## src/rtl/fetch_unit_if.sv

```systemverilog
// Instruction-memory request/response bus between the fetch stage and imem.
// One request outstanding at a time; responses return in order.
interface fetch_unit_if;
  logic        imem_req_o;
  logic [31:0] imem_addr_o;
  logic        imem_gnt_i;
  logic        imem_rvalid_i;
  logic [31:0] imem_rdata_i;

  modport master (
    output imem_req_o,
    output imem_addr_o,
    input  imem_gnt_i,
    input  imem_rvalid_i,
    input  imem_rdata_i
  );

  modport slave (
    input  imem_req_o,
    input  imem_addr_o,
    output imem_gnt_i,
    output imem_rvalid_i,
    output imem_rdata_i
  );
endinterface

```

## src/rtl/fetch_unit.sv

```systemverilog
// Instruction fetch stage: owns the PC, keeps one imem request in flight and
// buffers returned words in a small FIFO whose head feeds decode.
//
//  state  | meaning
//  S_IDLE | nothing in flight; request when the FIFO has room
//  S_REQ  | request presented, waiting for grant (address held)
//  S_WAIT | one request granted, waiting for its read data
module fetch_unit #(
  parameter logic [31:0] RESET_PC   = 32'h0000_0000,
  parameter int          IBUF_DEPTH = 2,
  parameter logic [31:0] NOP_INST   = 32'h0000_0013
) (
  input  logic        clk_i,
  input  logic        rst_i,
  input  logic        incr_pc_i,
  input  logic        pc_load_i,
  input  logic [31:0] pc_load_addr_i,
  fetch_unit_if.master imem,
  output logic [31:0] d_inst_o,
  output logic [31:0] d_pc_o,
  output logic        d_valid_o
);

  localparam int PW = $clog2(IBUF_DEPTH);
  localparam int CW = PW + 1;
  localparam logic [CW-1:0] DEPTH_C = CW'(IBUF_DEPTH);

  typedef enum logic [1:0] {S_IDLE, S_REQ, S_WAIT} state_e;

  state_e        state_q, state_d;
  logic          drop_q, drop_d;
  logic [31:0]   pc_q, req_pc_q;
  logic [31:0]   mem_inst [IBUF_DEPTH];
  logic [31:0]   mem_pc   [IBUF_DEPTH];
  logic [PW-1:0] rd_ptr_q, wr_ptr_q;
  logic [CW-1:0] count_q;

  logic          req, hs, push, pop, space, space_after_rsp;
  logic [CW-1:0] occ, occ_rsp;
  logic          unused_addr_bits;

  assign unused_addr_bits = ^pc_load_addr_i[1:0];

  // Room is judged on registered occupancy only; a same-cycle pop earns no credit.
  always_comb begin
    occ             = count_q + CW'(state_q == S_WAIT);
    space           = occ < DEPTH_C;
    push            = (state_q == S_WAIT) && imem.imem_rvalid_i && !drop_q && !pc_load_i;
    occ_rsp         = count_q + CW'(push);
    space_after_rsp = occ_rsp < DEPTH_C;
    pop             = incr_pc_i && (count_q != '0);
  end

  always_comb begin
    req     = 1'b0;
    state_d = state_q;
    drop_d  = drop_q;
    case (state_q)
      S_IDLE: begin
        req = space && !pc_load_i;
        if (req) state_d = imem.imem_gnt_i ? S_WAIT : S_REQ;
      end
      S_REQ: begin
        req = !pc_load_i;
        if (pc_load_i)             state_d = S_IDLE;
        else if (imem.imem_gnt_i)  state_d = S_WAIT;
      end
      S_WAIT: begin
        if (imem.imem_rvalid_i) begin
          drop_d = 1'b0;
          req    = space_after_rsp && !pc_load_i;
          if (req) state_d = imem.imem_gnt_i ? S_WAIT : S_REQ;
          else     state_d = S_IDLE;
        end else if (pc_load_i) begin
          drop_d = 1'b1;
        end
      end
      default: state_d = S_IDLE;
    endcase
  end

  assign hs               = req && imem.imem_gnt_i;
  assign imem.imem_req_o  = req && !rst_i;
  assign imem.imem_addr_o = pc_q;

  always_ff @(posedge clk_i or posedge rst_i) begin
    if (rst_i) begin
      state_q  <= S_IDLE;
      drop_q   <= 1'b0;
      pc_q     <= RESET_PC;
      req_pc_q <= RESET_PC;
      count_q  <= '0;
      rd_ptr_q <= '0;
      wr_ptr_q <= '0;
    end else begin
      assert (!(push && count_q == DEPTH_C));
      state_q <= state_d;
      drop_q  <= drop_d;
      if (pc_load_i)  pc_q <= {pc_load_addr_i[31:2], 2'b00};
      else if (hs)    pc_q <= pc_q + 32'd4;
      if (hs) req_pc_q <= pc_q;
      // A redirect flushes the buffer and wins over any push or pop.
      if (pc_load_i) begin
        count_q  <= '0;
        rd_ptr_q <= '0;
        wr_ptr_q <= '0;
      end else begin
        if (push) wr_ptr_q <= wr_ptr_q + 1'b1;
        if (pop)  rd_ptr_q <= rd_ptr_q + 1'b1;
        case ({push, pop})
          2'b10:   count_q <= count_q + 1'b1;
          2'b01:   count_q <= count_q - 1'b1;
          default: count_q <= count_q;
        endcase
      end
    end
  end

  always_ff @(posedge clk_i) begin
    if (push) begin
      mem_inst[wr_ptr_q] <= imem.imem_rdata_i;
      mem_pc[wr_ptr_q]   <= req_pc_q;
    end
  end

  assign d_valid_o = (count_q != '0);
  assign d_inst_o  = d_valid_o ? mem_inst[rd_ptr_q] : NOP_INST;
  assign d_pc_o    = d_valid_o ? mem_pc[rd_ptr_q]   : 32'h0;

endmodule

```

## src/flat_wrapper.sv

```systemverilog
// flat-port wrapper written by rule: the top's interface ports become plain ports
module fetch_unit_flat 
#(
  parameter logic [31:0] RESET_PC   = 32'h0000_0000,
  parameter int          IBUF_DEPTH = 2,
  parameter logic [31:0] NOP_INST   = 32'h0000_0013
)
  (clk_i, rst_i, incr_pc_i, pc_load_i, pc_load_addr_i, d_inst_o, d_pc_o, d_valid_o, imem_imem_req_o, imem_imem_addr_o, imem_imem_gnt_i, imem_imem_rvalid_i, imem_imem_rdata_i);
  fetch_unit_if imem_i ();
  input  logic clk_i;
  input  logic rst_i;
  input  logic incr_pc_i;
  input  logic pc_load_i;
  input  logic [31:0] pc_load_addr_i;
  output logic [31:0] d_inst_o;
  output logic [31:0] d_pc_o;
  output logic d_valid_o;
  output wire logic [$bits(imem_i.imem_req_o)-1:0] imem_imem_req_o;
  output wire logic [$bits(imem_i.imem_addr_o)-1:0] imem_imem_addr_o;
  input wire logic [$bits(imem_i.imem_gnt_i)-1:0] imem_imem_gnt_i;
  input wire logic [$bits(imem_i.imem_rvalid_i)-1:0] imem_imem_rvalid_i;
  input wire logic [$bits(imem_i.imem_rdata_i)-1:0] imem_imem_rdata_i;
  assign imem_imem_req_o = imem_i.imem_req_o;
  assign imem_imem_addr_o = imem_i.imem_addr_o;
  assign imem_i.imem_gnt_i = imem_imem_gnt_i;
  assign imem_i.imem_rvalid_i = imem_imem_rvalid_i;
  assign imem_i.imem_rdata_i = imem_imem_rdata_i;
  fetch_unit #(.RESET_PC(RESET_PC), .IBUF_DEPTH(IBUF_DEPTH), .NOP_INST(NOP_INST)) u_core (.clk_i(clk_i), .rst_i(rst_i), .incr_pc_i(incr_pc_i), .pc_load_i(pc_load_i), .pc_load_addr_i(pc_load_addr_i), .imem(imem_i), .d_inst_o(d_inst_o), .d_pc_o(d_pc_o), .d_valid_o(d_valid_o));
endmodule
```

## config.mk

```make
export PLATFORM = sky130hd
export DESIGN_NAME = fetch_unit_flat
export DESIGN_NICKNAME = d
export VERILOG_FILES = /design/src/rtl/fetch_unit_if.sv /design/src/rtl/fetch_unit.sv /design/src/flat_wrapper.sv
export SDC_FILE = /design/constraint.sdc
export NUM_CORES = 1
export LEC_CHECK = 0
export ABC_AREA = 1
export CORE_MARGIN = 3
export CORE_UTILIZATION = 40
export DETAILED_ROUTE_END_ITERATION = 7
export PLACE_DENSITY = 0.72
export SETUP_SLACK_MARGIN = 0.1
export SKIP_CTS_REPAIR_TIMING = 1
export SYNTH_ARGS = -nofsm -noshare
export SYNTH_HDL_FRONTEND = slang
export SYNTH_SLANG_ARGS = --single-unit
```

## constraint.sdc

```tcl
create_clock -name clk_i -period 7.3 [get_ports clk_i]
set_input_delay 0.73 -clock clk_i [delete_from_list [all_inputs] [get_ports clk_i]]
set_output_delay 0.73 -clock clk_i [all_outputs]
set_load 0.03 [all_outputs]
```

## After elaboration in Yosys (flattened, before gate mapping)

Memory sizes are Yosys's and may differ from the RTL's.
Cells that the tools add are included.

| word-level totals | value |
|---|---|
| register bits | 71 |
| bits in writable memories | 128 |
| input port bits | 70 |
| output and inout bits | 98 |
| word-level logic and storage cells | 68 |
| memories | 2 |

| cells by class | value |
|---|---|
| $add $sub $neg | 7 |
| order comparisons | 2 |
| equal/unequal tests | 7 |
| muxes and demuxes | 23 |
| reductions and logical operators | 20 |

Memories:

| memory | depth | width | rd ports | clocked after memory_dff | write ports | RTL line | RTL |
|---|---|---|---|---|---|---|---|
| u_core.mem_inst | 2 | 32 | 1 | 0 | 1 | fetch_unit.sv:33 | `logic [31:0] mem_inst [IBUF_DEPTH];` |
| u_core.mem_pc | 2 | 32 | 1 | 0 | 1 | fetch_unit.sv:34 | `logic [31:0] mem_pc [IBUF_DEPTH];` |

Operator list:

| operator | count |
|---|---|
| 2-to-1 mux 32 bit | 4 |
| adder 32 x 3 -> 32 bit, second input constant | 1 |
| 2-to-1 mux 2 bit | 7 |
| nonzero test 2 bit | 5 |
| 2-to-1 mux 1 bit | 9 |
| logical AND 1 bit | 8 |
| one-hot mux 2 bit (3 select lines) | 1 |
| adder 2 x 1 -> 2 bit | 2 |
| == test 2 x 1 -> 1 bit, second input constant | 2 |
| == test 2 bit, second input constant | 2 |
| less-than comparator 2 bit, second input constant | 2 |
| one-hot mux 2 bit (2 select lines) | 1 |
| zero test 1 bit | 3 |
| inequality test 3 bit, second input constant | 1 |
| one-hot mux 1 bit (3 select lines) | 1 |
| AND reduction 3 bit | 1 |
| nonzero test 3 bit | 1 |
| adder 1 bit, second input constant | 2 |
| adder 2 x 1 -> 2 bit, second input constant | 1 |
| zero test 2 bit | 1 |
| inequality test 2 x 1 -> 1 bit, second input constant | 1 |
| inequality test 2 bit, second input constant | 1 |
| AND reduction 2 bit | 1 |
| subtractor 2 x 1 -> 2 bit, second input constant | 1 |

## Depth between registers and ports, before layout

| depth | value |
|---|---|
| depth after elaboration | 12 |
| mapped depth | 12 |
| mapped depth without buffers | 12 |

## Worst setup path before layout

OpenSTA, ideal clock, no wires.

| path | value |
|---|---|
| kind | input -> register |
| start point | in pc_load_i |
| end point | mem u_core.mem_inst[0][0] (enable) |
| setup time | 482 ps |
| arrival | 3707 ps |
| setup slack | 3111 ps |
| cell stages on the path | 4 |
| path buffers | 1 |
| path through | buf_2 > inv_2 > nand2_1 > nor2_1 |

| between the ends | value |
|---|---|
| cells in the longest elaborated chain, start to end | 4 |

RTL lines:

| item | RTL line | RTL |
|---|---|---|
| from (decl) | flat_wrapper.sv:13 | `input logic pc_load_i;` |
| zero test 1 bit | fetch_unit.sv:48 | `push = (state_q == S_WAIT) && imem.imem_rvalid_i && !drop_q && !pc_load_i;` |
| logical AND 1 bit | fetch_unit.sv:48 |  |
| 2-to-1 mux 1 bit | fetch_unit.sv:120 | `if (push) begin` |
| 2-to-1 mux 1 bit (not written as such) | fetch_unit.sv:121 | `mem_inst[wr_ptr_q] <= imem.imem_rdata_i;` |
| to (decl) | fetch_unit.sv:33 |  |

No other way between the ends.

## Final worst setup path

| path | value |
|---|---|
| start point | in pc_load_i |
| end point | out imem_imem_req_o |

| between the ends | value |
|---|---|
| cells in the longest elaborated chain, start to end | 8 |

RTL lines:

| item | RTL line | RTL |
|---|---|---|
| zero test 1 bit (*) | - |  |
| logical AND 1 bit | fetch_unit.sv:48 |  |
| adder 2 x 1 -> 2 bit | fetch_unit.sv:49 | `occ_rsp = count_q + CW'(push);` |
| less-than comparator 2 bit | fetch_unit.sv:50 | `space_after_rsp = occ_rsp < DEPTH_C;` |
| logical AND 1 bit | fetch_unit.sv:71 | `req = space_after_rsp && !pc_load_i;` |
| 2-to-1 mux 1 bit | fetch_unit.sv:69 | `if (imem.imem_rvalid_i) begin` |
| one-hot mux 1 bit (3 select lines) (*) | fetch_unit.sv:58 | `case (state_q)` |
| logical AND 1 bit (*) | fetch_unit.sv:83 | `assign imem.imem_req_o = req && !rst_i;` |
| to (decl) | flat_wrapper.sv:18 | `output wire logic [$bits(imem_i.imem_req_o)-1:0] imem_imem_req_o;` |

Mark *: on every way between the ends. The rest lies on a longest branch, timed or not.

==> reports/metrics.yaml <==
ys_types: 30
crit_family: "buffers and inverters"
ios: 168
path_class: "input pin to output pin"
yosysWarnings: 0
synth_top_family_by_area: "simple AND/OR/NAND/NOR gates"
vias: 6726
die_w_um: 152.2
clock-root-buffer: "clkbuf_16"
rsz0062_at_grt: "no"
cts_tree: "yes"
ys_ff_latch: 191
cts_buffers: 17
synthesis.instances: 923
maxSlewHeadroom_pct: 23.96
nNetsFinal: 1136
synthTopCellsByArea: "edfxtp_1, dfrtp_1, nand2_1"
core_area_um2: 20620
syn_area_per_cell_um2: 9.265
cpPeakStageDelay_ns: 0.70
leakagePower_nw: 4.368
holdWs_ns: 0.4704
htree_levels: 4
placed_cell_area_um2: 10340
crit_path_max_fanout: 62
grt_antenna_before_repair: 0
hpwlAfterDp_mm: 13.38
maxCapViolCount: 0
synth_compound_area_share_pct: 6.013
fin_ws_ns: 3.295
cp_num_buf_inv: 5
final_cells: 1348
syn_area_um2: 8552
cp_slowest_cell: "clkdlybuf4s50_1"
die_area_um2: 23170
synthMuxAreaShare_pct: 0
start_util_pct: 41.46
period_share_pct: 54.86
final_hold_viol_count: 0
wl_per_cell_um: 15.50
finalInstanceArea_um2: 10910
drc_errors: 0
wl_mm: 20.90
drive_gt1_share_pct: 4.824
start_kind: "input pin"
dp.cells: 1316
utilization_pct: 52.88
endpoint_kind: "output pin"
yosys.area_share.adder_pct: 0.1463
tightest_slew_ns: 1.141
diodes: 0
fin_crit_ns: 4.005
status: "complete, no violations"
track_usage_pct: 17.82
synth.top_cell.area_share_pct: 43.54
rows: 52
drt_iter0_drc: 523
place_ws_ns: 3.326
insertion_delay_ns: 0.42
fin_total_pwr_mw: 4.073
synth_xor_area_share_pct: 0.9217
synth-simple-area-share_pct: 25.00
cp.arrival_ns: 3.27
grt_pass1_wl_mm: 33.49
path_clk_slew_ns: 0.06
gp_congestion: 0.9151
grt_pass1_vias: 6409
critical_path_required_ns: 6.57
power_density_nw_per_um2: 373.5
peakVddDrop_mv: 0.1779
yosysTopAreaCell: "edfxtp_1"
drv_slew: 0
areaGrowthSynthToFinish_pct: 27.52
synth_seq_area_share_pct: 63.15
drt_pre_antenna_iters: 5
grt_max_degree: 83
cp_cell_sequence: "clkdlybuf4s50_1, buf_4, inv_2, buf_4, nand3_1, and2_1, a21oi_1, clkdlybuf4s50_1"
die_y_um: 152.2
skew_ns: 0.008965
min_path_type: "flop to flop"
cts.sinks: 191
viasPerCell: 4.990
portBuffers: 161
max_freq_ghz: 0.2497
clockBufferDepth: 2
final_antenna_net_count: 0
grt_overflow: 0
setup_tns_ns: 0
setup_viol: 0
-- sequential cells by signal (all words and copies together), names as in the netlist --
name / cells
u_core.wr_ptr_q: 1
u_core.rd_ptr_q: 1
u_core.mem_pc: 60
u_core.mem_inst: 64
u_core.state_q: 2
u_core.drop_q: 1
u_core.imem.imem_addr_o: 30
u_core.req_pc_q: 30
u_core.count_q: 2
-- layout by cell type (no fill, tap or decap), types with 4 or more instances in the layout --
| master | count |
|---|---|
| a21oi_1 | 66 |
| buf_4 | 7 |
| clkbuf_16 | 17 |
| clkdlybuf4s50_1 | 161 |
| conb_1 | 4 |
| dfrtp_1 | 66 |
| edfxtp_1 | 124 |
| inv_1 | 37 |
| inv_2 | 4 |
| nand2_1 | 388 |
| nand3_1 | 71 |
| nand4_1 | 4 |
| nor2_1 | 53 |
| nor2_2 | 4 |
| o21ai_0 | 11 |
| o21ai_1 | 20 |
| xnor2_1 | 5 |
| xor2_1 | 4 |
-- path summary, 6_finish.rpt --
kind	start	end	slack, ns	cells after the start
max in group asynchronous	rst_i	u_core.rd_ptr_q	5.76	3
worst max register to register	u_core.state_q[0]	u_core.imem.imem_addr_o[30]	4.61	10
worst min register to register	u_core.req_pc_q[28]	u_core.mem_pc[0][28]	0.47	0
min in group asynchronous	rst_i	u_core.state_q[0]	0.93	3
worst max-delay path	pc_load_i	imem_imem_req_o	3.30	8
worst min-delay path	u_core.req_pc_q[28]	u_core.mem_pc[0][28]	0.47	0
-- logic make-up after synthesis --
group                      count (synthesis)
buffers and inverters                     89
adders and majority gates                  1
AOI/OAI and AO/OA                        101
other                                      1
and+or+nand+nor                          531
DFF                                      191
xor gates and xnor gates                   9
-- layout make-up --
type	count	area (um2)
Fill cell	1797	9719
Sequential cell	191	5401
Multi-Input combinational cell	646	2779
Timing Repair Buffer	168	1664
Clock buffer	21	450.4
Tap cell	270	337.8
Inverter	41	153.9
Clock inverter	11	118.9
-- worst reg2reg max path: cells and delay by family, from the launching register on --
family / cells / cell delay, ns
simple gates: 9 / 2.02
buf+inv: 1 / 0.10
flops: 1 / 0.44
-- synthesized netlist by cell type, drive strengths merged --
cell type / instances
ha: 1
nand4: 4
nand2: 391
nor2: 60
clkbuf: 21
edfxtp: 124
xnor2: 5
inv: 41
o22ai: 1
nand3b: 1
or2: 1
and2: 1
buf: 27
xor2: 4
dfrtp: 67
nand3: 72
conb: 1
a21oi: 66
nor3: 1
o31ai: 3
o21ai: 31
-- routing by layer --
metal	track usage, %	up-vias	wire, um
met2	27.33	236	9555
met5	0	-	0
li1	-	3314	-
met1	25.89	3149	9635
met3	3.948	27	1404
met4	4.623	0	299
-- power breakdown --
part / total (mW) / leakage, nW / switching, mW / internal [mW]
clock network: 0.889 / 0.270 / 0.378 / 0.511
registers: 1.54 / 1.98 / 0.191 / 1.35
logic: 1.64 / 2.12 / 1.06 / 0.584
No activity file was read; power rests on OpenSTA's default activity.
